==> src/rtl/rotor_stepper_if.sv <==
// rotor_stepper_if: request/handshake and rotor-drive bundle for rotor_stepper.
// master = requester side (key/seek/zero requests), slave = rotor_stepper.
interface rotor_stepper_if;
    logic        key_valid;
    logic        key_ready;
    logic        set_valid;
    logic [14:0] set_pos;
    logic        zero_req;
    logic        set_err;
    logic        rotate_r;
    logic        rotate_m;
    logic        rotate_l;
    logic        rotor_reset;
    logic [4:0]  pos_r;
    logic [4:0]  pos_m;
    logic [4:0]  pos_l;
    logic        enc_valid;
    logic        busy;

    modport master (
        output key_valid, set_valid, set_pos, zero_req,
        input  key_ready, set_err, rotate_r, rotate_m, rotate_l, rotor_reset,
               pos_r, pos_m, pos_l, enc_valid, busy
    );

    modport slave (
        input  key_valid, set_valid, set_pos, zero_req,
        output key_ready, set_err, rotate_r, rotate_m, rotate_l, rotor_reset,
               pos_r, pos_m, pos_l, enc_valid, busy
    );
endinterface

==> src/rtl/rotor_stepper.sv <==
// rotor_stepper: turns key presses into Enigma-style rotate strobes for the
// right/middle/left rotors, keeps shadow positions, and supports zeroing and
// seeking to a programmed start position.
// Build option: define DOUBLE_STEP_EN for the historical middle-rotor
// double-step; leave undefined for pure odometer stepping.
module rotor_stepper #(
    parameter int unsigned NOTCH_R       = 16,
    parameter int unsigned NOTCH_M       = 4,
    parameter int unsigned NOTCH_L       = 21,
    parameter int unsigned SETTLE_CYCLES = 2
) (
    input  logic            clock,
    input  logic            reset,
    rotor_stepper_if.slave  bus
);

    // Parameter sanity checks at elaboration time.
    if (NOTCH_R > 25 || NOTCH_M > 25 || NOTCH_L > 25) begin : g_bad_notch
        $error("rotor_stepper: notch positions must be 0..25");
    end
    if (SETTLE_CYCLES < 1 || SETTLE_CYCLES > 15) begin : g_bad_settle
        $error("rotor_stepper: SETTLE_CYCLES must be 1..15");
    end

    localparam logic [4:0] NR       = 5'(NOTCH_R);
    localparam logic [4:0] NM       = 5'(NOTCH_M);
    localparam logic [4:0] LAST_POS = 5'd25;
    localparam logic [3:0] SETTLE_LOAD = 4'(SETTLE_CYCLES - 1);

    typedef enum logic [3:0] {
        ST_IDLE,
        ST_STEP,
        ST_SETTLE,
        ST_VALID,
        ST_SEEK_PULSE,
        ST_SEEK_GAP,
        ST_SEEK_ERR,
        ST_ZPREP,
        ST_ZPULSE,
        ST_ZGAP
    } state_t;

    state_t     state, state_nx;
    logic [3:0] cnt, cnt_nx;
    logic [4:0] pos_r, pos_m, pos_l;
    logic [4:0] pos_r_nx, pos_m_nx, pos_l_nx;
    logic [4:0] tgt_r, tgt_m, tgt_l;
    logic [4:0] tgt_r_nx, tgt_m_nx, tgt_l_nx;
    logic       rot_r, rot_m, rot_l;
    logic       rot_r_nx, rot_m_nx, rot_l_nx;
    logic       rrst, rrst_nx;
    logic       enc, enc_nx;
    logic       err, err_nx;
    logic       ready, ready_nx;
    logic       busy_q, busy_nx;

    logic [4:0] req_l, req_m, req_r;
    logic       req_bad;
    logic [4:0] seek_l, seek_m, seek_r;
    logic       need_l, need_m, need_r;
    logic       key_m, key_l;

    function automatic logic [4:0] inc_pos(input logic [4:0] p);
        return (p == LAST_POS) ? 5'd0 : p + 5'd1;
    endfunction

    assign req_l   = bus.set_pos[14:10];
    assign req_m   = bus.set_pos[9:5];
    assign req_r   = bus.set_pos[4:0];
    assign req_bad = (req_l > LAST_POS) || (req_m > LAST_POS) || (req_r > LAST_POS);

    // Seek targets come straight from set_pos on acceptance, from the latched copy afterwards.
    always_comb begin
        seek_l = tgt_l;
        seek_m = tgt_m;
        seek_r = tgt_r;
        if (state == ST_IDLE) begin
            seek_l = req_l;
            seek_m = req_m;
            seek_r = req_r;
        end
        need_l = (pos_l != seek_l);
        need_m = (pos_m != seek_m);
        need_r = (pos_r != seek_r);
    end

    // Notch decisions for a key step, based on positions before the step.
`ifdef DOUBLE_STEP_EN
    always_comb begin
        key_l = (pos_m == NM);
        key_m = (pos_r == NR) || key_l;
    end
`else
    // Odometer: the left rotor only advances when the middle rotor actually
    // turns over, so the middle notch alone never moves it.
    always_comb begin
        key_m = (pos_r == NR);
        key_l = key_m && (pos_m == NM);
    end
`endif

    // Next-state and next-output logic; every output is registered from here.
    always_comb begin
        state_nx = state;
        cnt_nx   = cnt;
        pos_r_nx = pos_r;
        pos_m_nx = pos_m;
        pos_l_nx = pos_l;
        tgt_r_nx = tgt_r;
        tgt_m_nx = tgt_m;
        tgt_l_nx = tgt_l;
        rot_r_nx = 1'b0;
        rot_m_nx = 1'b0;
        rot_l_nx = 1'b0;
        rrst_nx  = 1'b0;
        enc_nx   = 1'b0;
        err_nx   = 1'b0;

        unique case (state)
            ST_IDLE: begin
                if (bus.zero_req) begin
                    state_nx = ST_ZPREP;
                    rrst_nx  = 1'b1;
                end else if (bus.set_valid) begin
                    if (req_bad) begin
                        state_nx = ST_SEEK_ERR;
                        err_nx   = 1'b1;
                    end else begin
                        tgt_l_nx = req_l;
                        tgt_m_nx = req_m;
                        tgt_r_nx = req_r;
                        rot_l_nx = need_l;
                        rot_m_nx = need_m;
                        rot_r_nx = need_r;
                        if (need_l) pos_l_nx = inc_pos(pos_l);
                        if (need_m) pos_m_nx = inc_pos(pos_m);
                        if (need_r) pos_r_nx = inc_pos(pos_r);
                        // Already on target: spend the single GAP cycle, then back to IDLE.
                        state_nx = (need_l || need_m || need_r) ? ST_SEEK_PULSE : ST_SEEK_GAP;
                    end
                end else if (bus.key_valid) begin
                    state_nx = ST_STEP;
                    rot_r_nx = 1'b1;
                    rot_m_nx = key_m;
                    rot_l_nx = key_l;
                    pos_r_nx = inc_pos(pos_r);
                    if (key_m) pos_m_nx = inc_pos(pos_m);
                    if (key_l) pos_l_nx = inc_pos(pos_l);
                end
            end

            ST_STEP: begin
                state_nx = ST_SETTLE;
                cnt_nx   = SETTLE_LOAD;
            end

            ST_SETTLE: begin
                if (cnt == 4'd0) begin
                    state_nx = ST_VALID;
                    enc_nx   = 1'b1;
                end else begin
                    cnt_nx = cnt - 4'd1;
                end
            end

            ST_VALID: state_nx = ST_IDLE;

            ST_SEEK_PULSE: state_nx = ST_SEEK_GAP;

            ST_SEEK_GAP: begin
                if (need_l || need_m || need_r) begin
                    state_nx = ST_SEEK_PULSE;
                    rot_l_nx = need_l;
                    rot_m_nx = need_m;
                    rot_r_nx = need_r;
                    if (need_l) pos_l_nx = inc_pos(pos_l);
                    if (need_m) pos_m_nx = inc_pos(pos_m);
                    if (need_r) pos_r_nx = inc_pos(pos_r);
                end else begin
                    state_nx = ST_IDLE;
                end
            end

            ST_SEEK_ERR: state_nx = ST_IDLE;

            ST_ZPREP: begin
                state_nx = ST_ZPULSE;
                rrst_nx  = 1'b1;
                rot_r_nx = 1'b1;
                rot_m_nx = 1'b1;
                rot_l_nx = 1'b1;
                pos_r_nx = '0;
                pos_m_nx = '0;
                pos_l_nx = '0;
            end

            ST_ZPULSE: state_nx = ST_ZGAP;

            ST_ZGAP: state_nx = ST_IDLE;

            default: state_nx = ST_IDLE;
        endcase

        ready_nx = (state_nx == ST_IDLE);
        busy_nx  = (state_nx != ST_IDLE);
    end

    // State, shadow positions and registered outputs.
    always_ff @(posedge clock or negedge reset) begin
        if (!reset) begin
            state  <= ST_IDLE;
            cnt    <= '0;
            pos_r  <= '0;
            pos_m  <= '0;
            pos_l  <= '0;
            tgt_r  <= '0;
            tgt_m  <= '0;
            tgt_l  <= '0;
            rot_r  <= 1'b0;
            rot_m  <= 1'b0;
            rot_l  <= 1'b0;
            rrst   <= 1'b0;
            enc    <= 1'b0;
            err    <= 1'b0;
            ready  <= 1'b1;
            busy_q <= 1'b0;
        end else begin
            state  <= state_nx;
            cnt    <= cnt_nx;
            pos_r  <= pos_r_nx;
            pos_m  <= pos_m_nx;
            pos_l  <= pos_l_nx;
            tgt_r  <= tgt_r_nx;
            tgt_m  <= tgt_m_nx;
            tgt_l  <= tgt_l_nx;
            rot_r  <= rot_r_nx;
            rot_m  <= rot_m_nx;
            rot_l  <= rot_l_nx;
            rrst   <= rrst_nx;
            enc    <= enc_nx;
            err    <= err_nx;
            ready  <= ready_nx;
            busy_q <= busy_nx;
        end
    end

    assign bus.key_ready   = ready;
    assign bus.busy        = busy_q;
    assign bus.set_err     = err;
    assign bus.enc_valid   = enc;
    assign bus.rotate_r    = rot_r;
    assign bus.rotate_m    = rot_m;
    assign bus.rotate_l    = rot_l;
    assign bus.rotor_reset = rrst;
    assign bus.pos_r       = pos_r;
    assign bus.pos_m       = pos_m;
    assign bus.pos_l       = pos_l;

endmodule

==> src/flat_wrapper.sv <==
// flat-port wrapper written by rule: the top's interface ports become plain ports
module rotor_stepper_flat 
#(
    parameter int unsigned NOTCH_R       = 16,
    parameter int unsigned NOTCH_M       = 4,
    parameter int unsigned NOTCH_L       = 21,
    parameter int unsigned SETTLE_CYCLES = 2
)
  (clock, reset, bus_key_valid, bus_set_valid, bus_set_pos, bus_zero_req, bus_key_ready, bus_set_err, bus_rotate_r, bus_rotate_m, bus_rotate_l, bus_rotor_reset, bus_pos_r, bus_pos_m, bus_pos_l, bus_enc_valid, bus_busy);
  rotor_stepper_if bus_i ();
  input  logic clock;
  input  logic reset;
  input wire logic [$bits(bus_i.key_valid)-1:0] bus_key_valid;
  input wire logic [$bits(bus_i.set_valid)-1:0] bus_set_valid;
  input wire logic [$bits(bus_i.set_pos)-1:0] bus_set_pos;
  input wire logic [$bits(bus_i.zero_req)-1:0] bus_zero_req;
  output wire logic [$bits(bus_i.key_ready)-1:0] bus_key_ready;
  output wire logic [$bits(bus_i.set_err)-1:0] bus_set_err;
  output wire logic [$bits(bus_i.rotate_r)-1:0] bus_rotate_r;
  output wire logic [$bits(bus_i.rotate_m)-1:0] bus_rotate_m;
  output wire logic [$bits(bus_i.rotate_l)-1:0] bus_rotate_l;
  output wire logic [$bits(bus_i.rotor_reset)-1:0] bus_rotor_reset;
  output wire logic [$bits(bus_i.pos_r)-1:0] bus_pos_r;
  output wire logic [$bits(bus_i.pos_m)-1:0] bus_pos_m;
  output wire logic [$bits(bus_i.pos_l)-1:0] bus_pos_l;
  output wire logic [$bits(bus_i.enc_valid)-1:0] bus_enc_valid;
  output wire logic [$bits(bus_i.busy)-1:0] bus_busy;
  assign bus_i.key_valid = bus_key_valid;
  assign bus_i.set_valid = bus_set_valid;
  assign bus_i.set_pos = bus_set_pos;
  assign bus_i.zero_req = bus_zero_req;
  assign bus_key_ready = bus_i.key_ready;
  assign bus_set_err = bus_i.set_err;
  assign bus_rotate_r = bus_i.rotate_r;
  assign bus_rotate_m = bus_i.rotate_m;
  assign bus_rotate_l = bus_i.rotate_l;
  assign bus_rotor_reset = bus_i.rotor_reset;
  assign bus_pos_r = bus_i.pos_r;
  assign bus_pos_m = bus_i.pos_m;
  assign bus_pos_l = bus_i.pos_l;
  assign bus_enc_valid = bus_i.enc_valid;
  assign bus_busy = bus_i.busy;
  rotor_stepper #(.NOTCH_R(NOTCH_R), .NOTCH_M(NOTCH_M), .NOTCH_L(NOTCH_L), .SETTLE_CYCLES(SETTLE_CYCLES)) u_core (.clock(clock), .reset(reset), .bus(bus_i));
endmodule
==> config.mk <==
export PLATFORM = sky130hd
export DESIGN_NAME = rotor_stepper_flat
export DESIGN_NICKNAME = d
export VERILOG_FILES = /design/src/rtl/rotor_stepper_if.sv /design/src/rtl/rotor_stepper.sv /design/src/flat_wrapper.sv
export SDC_FILE = /design/constraint.sdc
export NUM_CORES = 1
export LEC_CHECK = 0
export CAP_MARGIN = 25
export CORE_MARGIN = 2
export CORE_UTILIZATION = 44
export DETAILED_ROUTE_END_ITERATION = 16
export PLACE_DENSITY = 0.64
export SKIP_LAST_GASP = 1
export SYNTH_ARGS = -nofsm -noshare
export SYNTH_HDL_FRONTEND = slang
export SYNTH_SLANG_ARGS = --single-unit
==> constraint.sdc <==
create_clock -name clock -period 4.6 [get_ports clock]
set_input_delay 0.92 -clock clock [delete_from_list [all_inputs] [get_ports clock]]
set_output_delay 0.92 -clock clock [all_outputs]
set_load 0.005 [all_outputs]
Word level (Yosys, flattened, before mapping) --
Index checks and enable logic that the tools add are counted.
Operators by class: bitwise gates (word level) 2, magnitude comparators 3, equality and inequality tests 21, reduce and logical (&&, ||, !) cells 16, mux-type cells 65, add/subtract/negate cells 4
Operators by type and width (number):
- 2-to-1 mux 5 bit | 26
- case mux 5 bit (3 select lines) | 3
- case mux 4 bit (7 select lines) | 1
- 2-to-1 mux 4 bit | 6
- 2-to-1 mux 1 bit | 23
- equality test 5 bit (second input constant) | 4
- adder 5 x 1 -> 5 bit (second input constant) | 3
- > comparator 5 bit (second input constant) | 3
- != test 5 bit | 3
- equality test 4 x 3 -> 1 bit (second input constant) | 3
- logical NOT 4 bit | 3
- AND reduction 6 bit | 2
- case mux 1 bit (3 select lines) | 3
- case mux 4 bit (2 select lines) | 1
- != test 3 x 2 -> 1 bit (second input constant) | 2
- != test 3 bit (second input constant) | 2
- equality test 5 x 3 -> 1 bit (second input constant) | 1
- AND reduction 5 bit | 1
- equality test 4 x 1 -> 1 bit (second input constant) | 1
- equality test 4 x 2 -> 1 bit (second input constant) | 1
- equality test 4 bit (second input constant) | 1
- logical OR 1 bit | 4
- != test 2 bit (second input constant) | 2
- AND reduction 4 bit | 1
- other kinds (10) | 11
Word-level totals: output and inout port bits 23, register bits 46, word-level logic and storage cells 127, bits of input ports 20

Longest topological paths before layout --
depth in word-level cells 11, gate-level depth with buffers 10, gate-level depth less buffers 9

Worst setup path after synthesis --
Ideal clock, no wire load.
path kind register to register, start point reg u_core.state[0], end point reg u_core.busy_q (netlist: u_core.bus.busy), buffers on the path 2, clock period less this slack 2884 ps, library setup time 131 ps, arrival time 2752 ps, path slack 1716 ps, cell stages (with the launch flop) 11, required time 4469 ps, cell sequence dfrtp_1 > buf_6 > nor4_4 > buf_6 > mux2i_1 > xnor2_1 > nor3_1 > and2_1 > nand3_2 > o221a_4 > or3_1
On the way: elaborated cells between the ends (all ways) 24, classes of those cells eq/ne (9); mux (11); reduce/logical (4)
RTL lines:
- from (decl) | line rotor_stepper.sv:43 | state_t state, state_nx;
- from (signal assigned) | line rotor_stepper.sv:228 | state <= state_nx;
- logical NOT 4 bit | line rotor_stepper.sv:77, rotor_stepper.sv:119
- 2-to-1 mux 5 bit | line rotor_stepper.sv:77 | if (state == ST_IDLE) begin
- != test 5 bit, on equally long branches | line rotor_stepper.sv:82, rotor_stepper.sv:83
- logical OR 1 bit (2 in series) | line rotor_stepper.sv:171 | if (need_l || need_m || need_r) begin
- 2-to-1 mux 3 bit | line rotor_stepper.sv:171
- case mux 4 bit (7 select lines) * | line rotor_stepper.sv:119 | unique case (state)
- named net u_core.state_nx[2] | line rotor_stepper.sv:43
- nonzero test 4 bit * | line rotor_stepper.sv:205 | busy_nx = (state_nx != ST_IDLE);
- named net u_core.busy_nx | line rotor_stepper.sv:55 | logic busy_q, busy_nx;
- to (signal assigned) | line rotor_stepper.sv:243 | busy_q <= busy_nx;
- to (decl) | line rotor_stepper.sv:55
The timed path passes the listed nets; every way through them passes the cells marked *. A chain may end at the register's enable or synchronous reset.

Final worst setup path --
start point reg u_core.state[1], end point reg u_core.busy_q (netlist: u_core.bus.busy)
The elaborated chain is that of the path after synthesis.

==> impl_metrics.prom <==
# TYPE chip_impl_metric gauge
chip_impl_metric{name="die-area",unit="µm²"} 7380
chip_impl_metric{name="die_width",unit="µm"} 85.9
chip_impl_metric{name="p_per_area",unit="nW/µm²"} 630
chip_impl_metric{name="cts.reportedPaths.clkPinSlew",unit="ps"} 80
chip_impl_metric{name="postLayoutCellArea",unit="µm²"} 3510
chip_impl_metric{name="cts_max_level",unit=""} 2
chip_impl_info{name="crit-reg2reg-launch",value="u_core.state[1]"} 1
chip_impl_metric{name="synth_edf_count",unit=""} 0
chip_impl_metric{name="period_share",unit=""} 0.693
chip_impl_metric{name="slew_viol_final",unit=""} 0
chip_impl_metric{name="area.growth.synth_to_final",unit="%"} 18.9
chip_impl_metric{name="floorplan.io_pins",unit=""} 43
chip_impl_info{name="worstReg2RegEnd",value="u_core.bus.busy"} 1
chip_impl_metric{name="antennaDiodeCount",unit=""} 0
chip_impl_metric{name="synth.yosys.seq_area_share",unit=""} 0.391
chip_impl_metric{name="port_buffers",unit=""} 42
chip_impl_metric{name="yosys_warnings",unit=""} 0
chip_impl_metric{name="fin_skew",unit="ps"} 6.50
chip_impl_metric{name="cp_max_fo",unit=""} 22
chip_impl_metric{name="finish.net_count",unit=""} 366
chip_impl_metric{name="detailedPlace.worstSlack",unit="ps"} 1380
chip_impl_info{name="source_of_the_critical_timing_path",value="u_core.state[1]"} 1
chip_impl_metric{name="average_routed_wire_per_standard_cell",unit="µm"} 15.9
chip_impl_info{name="crit_path_end_kind",value="flop"} 1
chip_impl_metric{name="ys_types",unit=""} 62
chip_impl_metric{name="route.vias.total",unit=""} 2369
chip_impl_metric{name="slew_headroom",unit=""} 0.513
chip_impl_metric{name="worst-endpoint-arrival",unit="ps"} 3370
chip_impl_metric{name="grt_pass1_wl",unit="mm"} 11.1
chip_impl_metric{name="synth.area.mux_share",unit=""} 0.126
chip_impl_metric{name="finalWorstPathRequiredPeriod",unit="ps"} 3190
chip_impl_metric{name="synthXorXnorAreaFrac",unit=""} 0.0500
chip_impl_metric{name="holdBufCountCts",unit=""} 0
chip_impl_metric{name="clock_path_buffers",unit=""} 2
chip_impl_info{name="worstSetupEndpoint",value="u_core.bus.busy"} 1
chip_impl_metric{name="worst-r2r-setup-slack",unit="ps"} 1410
chip_impl_metric{name="grt_max_degree",unit=""} 47
chip_impl_metric{name="gr-usage-all-layers",unit=""} 0.189
chip_impl_metric{name="p_leak",unit="nW"} 1.47
chip_impl_metric{name="place_congestion",unit=""} 0.858
chip_impl_metric{name="total_clock_buffers_created_by_cts",unit=""} 5
chip_impl_metric{name="initialDrtViolationCount",unit=""} 128
chip_impl_metric{name="number_of_antenna_violations_at_the_first_check_in_global_routing",unit=""} 0
chip_impl_metric{name="setup_slack",unit="ps"} 1410
chip_impl_metric{name="finalNonFillerCells",unit=""} 414
chip_impl_info{name="synth_flop_cell",value="sky130_fd_sc_hd__dfrtp_1"} 1
chip_impl_metric{name="worst_skew_pair.late_latency",unit="ps"} 300
chip_impl_info{name="cts_tree",value="built"} 1
chip_impl_metric{name="worst_ep_required_time",unit="ps"} 4780
chip_impl_metric{name="placementRows",unit=""} 29
chip_impl_metric{name="starting_density_of_the_core",unit=""} 0.459
chip_impl_metric{name="post_cts_resized",unit=""} 0
chip_impl_info{name="status",value="finished, violations left"} 1
chip_impl_metric{name="final_wl",unit="mm"} 6.58
chip_impl_metric{name="synthAdderAreaFrac",unit=""} 0.0424
chip_impl_metric{name="timing_worst_slew_pin_value",unit="ps"} 730
chip_impl_metric{name="r2r_cells",unit=""} 9
chip_impl_metric{name="cts_setup_buffers",unit=""} 0
chip_impl_metric{name="hpwl",unit="mm"} 4.77
chip_impl_metric{name="dpl.cell_count",unit=""} 405
chip_impl_metric{name="max_clock_freq",unit="MHz"} 314
chip_impl_info{name="critical_path.startpoint_type",value="flop"} 1
chip_impl_info{name="cp_class",value="flop to flop"} 1
chip_impl_info{name="grt_setup_unrepaired",value="false"} 1
chip_impl_info{name="worst_hold_path_type",value="flop to flop"} 1
chip_impl_metric{name="place_area",unit="µm²"} 3400
chip_impl_metric{name="yosysTopAreaCellShare",unit=""} 0.382
chip_impl_metric{name="utilization",unit=""} 0.546
chip_impl_info{name="yosys_top_cell_by_area",value="sky130_fd_sc_hd__dfrtp_1"} 1
chip_impl_metric{name="setup-violations-final",unit=""} 0
chip_impl_metric{name="finalHoldViolations",unit=""} 0
chip_impl_metric{name="post_synth_and_or_nand_nor_area_fraction",unit=""} 0.194
chip_impl_info{name="violations",value="design-rule violations"} 1
chip_impl_info{name="synth_top_cells_by_count",value="45 x sky130_fd_sc_hd__dfrtp_1, 22 x sky130_fd_sc_hd__nand2_1, 21 x sky130_fd_sc_hd__nor2_1"} 1
chip_impl_metric{name="post_route_cells_drive_above_1_share",unit=""} 0.128
chip_impl_metric{name="antenna_left",unit=""} 0
chip_impl_metric{name="grt_pass1_vias",unit=""} 2263
chip_impl_metric{name="dr.pass1.iters",unit=""} 11
chip_impl_metric{name="globalRoute.totalOverflow",unit=""} 0
chip_impl_metric{name="fp.coreArea",unit="µm²"} 6420
chip_impl_info{name="synthMostInstantiatedCell",value="sky130_fd_sc_hd__dfrtp_1"} 1
chip_impl_metric{name="post-route-drc-count",unit=""} 3
chip_impl_metric{name="fill_cells",unit=""} 605
chip_impl_metric{name="cell_area_after_synthesis",unit="µm²"} 2950
chip_impl_metric{name="maxCapViolCount",unit=""} 0
chip_impl_info{name="cts_root_buffer",value="sky130_fd_sc_hd__clkbuf_8"} 1
chip_impl_metric{name="postSynth.asyncResetShare",unit=""} 1.00
chip_impl_metric{name="syn-instance-count",unit=""} 299
chip_impl_metric{name="fp.dieH",unit="µm"} 85.9
chip_impl_info{name="main_combinational_cell_family_by_area_after_synthesis",value="simple AND/OR/NAND/NOR gates"} 1
chip_impl_metric{name="clock_sinks",unit=""} 46
chip_impl_metric{name="compound_gate_portion_of_the_synthesized_area",unit=""} 0.149
chip_impl_metric{name="synth_nets",unit=""} 329
chip_impl_metric{name="final.setup.tns",unit="ps"} 0
chip_impl_metric{name="avgViaCountPerCell",unit=""} 5.72
chip_impl_info{name="synth.top_cells.by_area",value="sky130_fd_sc_hd__dfrtp_1 38%, sky130_fd_sc_hd__mux2_2 6.5%, sky130_fd_sc_hd__mux2i_1 6.1%"} 1
chip_impl_metric{name="yosys_register_bits",unit=""} 46
chip_impl_metric{name="peakVddDrop",unit="V"} 0.000260
chip_impl_metric{name="synthesis.area_per_instance",unit="µm²"} 9.87
stage by stage:
stage	power, mW	hold WS, ps
3_3_place_gp	1.93	488
3_5_place_dp	1.96	495
4_1_cts	2.22	516
2_1_floorplan	1.64	480
6_report	2.21	511
5_1_grt	2.40	531
layer usage:
metal / vias to the layer above / GRT usage / part of all wire
met5: - / 0 / 0
met4: 0 / 0.0519 / 0.0096
met3: 5 / 0.0356 / 0.046
met2: 68 / 0.307 / 0.48
met1: 1138 / 0.259 / 0.46
li1: 1158 / - / -
logic make-up (layout without fill, tap and decap cells):
family / after synthesis / after routing
AOI/OAI and AO/OA: 57 / 57
xor gates and xnor gates: 16 / 16
adders and majority gates: 10 / 10
buffers and inverters: 31 / 69
DFF: 46 / 46
muxes: 35 / 35
and+or+nand+nor: 104 / 104
how the worst min path moves through the flow:
| stage | from | end | slack, ps | depth (start not counted) |
|---|---|---|---|---|
| 3_5_place_dp | u_core.tgt_l[1] | u_core.tgt_l[1] | 500 | 1 |
| 3_3_place_gp | u_core.tgt_l[0] | u_core.tgt_l[0] | 490 | 1 |
| 5_1_grt | u_core.tgt_l[1] | u_core.tgt_l[1] | 530 | 1 |
| 2_1_floorplan | u_core.tgt_l[1] | u_core.tgt_l[1] | 480 | 1 |
| 6_report | u_core.tgt_r[2] | u_core.tgt_r[2] | 510 | 1 |
| 4_1_cts | u_core.tgt_l[1] | u_core.tgt_l[1] | 520 | 1 |
layout by cell type (no fill, tap or decap), drive strengths merged, types with 3 or more instances in the layout:
cell type / netlist / final
nor3b: 5 / 5
xnor2: 15 / 15
nand2: 22 / 22
clkbuf: 10 / 7
a22oi: 3 / 3
a22o: 10 / 10
clkdlybuf4s50: 0 / 41
buf: 5 / 4
nor4: 3 / 3
dfrtp: 45 / 45
nand4: 3 / 3
nor3: 14 / 14
ha: 10 / 10
a31o: 3 / 3
o21ai: 15 / 15
and2: 4 / 4
inv: 16 / 16
o2bb2ai: 3 / 3
nor2: 21 / 21
nand3: 14 / 14
and3: 5 / 5
mux2: 17 / 17
mux2i: 18 / 18
o211ai: 3 / 3
critical path, stage by stage, from the launching register on:
cell	delay, ps
sky130_fd_sc_hd__dfrtp_1	660
sky130_fd_sc_hd__nor4_4	340
sky130_fd_sc_hd__buf_4	320
sky130_fd_sc_hd__mux2i_1	260
sky130_fd_sc_hd__xnor2_1	80
sky130_fd_sc_hd__nor3_1	240
sky130_fd_sc_hd__and2_0	380
sky130_fd_sc_hd__nand3_2	160
sky130_fd_sc_hd__o221a_4	290
sky130_fd_sc_hd__or3_1	330
final cells by class:
class,instances,area (µm²),share of cell area
Sequential cell,46,1150,0.328
Timing Repair Buffer,45,450,0.128
Clock inverter,1,5.00,0.00143
Tap cell,77,96.3,0.0275
Clock buffer,7,86.3,0.0246
Multi-Input combinational cell,222,1660,0.473
Inverter,16,60.1,0.0171
flip-flops by register name, summed over array words and instances, names as in the netlist:
signal / flops
u_core.tgt_r: 5
u_core.cnt: 4
u_core.bus.pos_l: 5
u_core.bus.set_err: 1
u_core.tgt_l: 5
u_core.bus.rotate_m: 1
u_core.bus.busy: 1
u_core.bus.pos_m: 5
u_core.bus.pos_r: 5
u_core.tgt_m: 5
u_core.state: 4
u_core.bus.key_ready: 1
u_core.bus.rotate_l: 1
u_core.bus.rotor_reset: 1
u_core.bus.rotate_r: 1
u_core.bus.enc_valid: 1
where the power goes:
group	switching [mW]	total (mW)	leakage [nW]	internal, mW
logic	0.545	1.17	0.844	0.620
clock network	0.136	0.258	0.0482	0.121
registers	0.221	0.786	0.576	0.565
No activity file was read; power rests on OpenSTA's default activity.
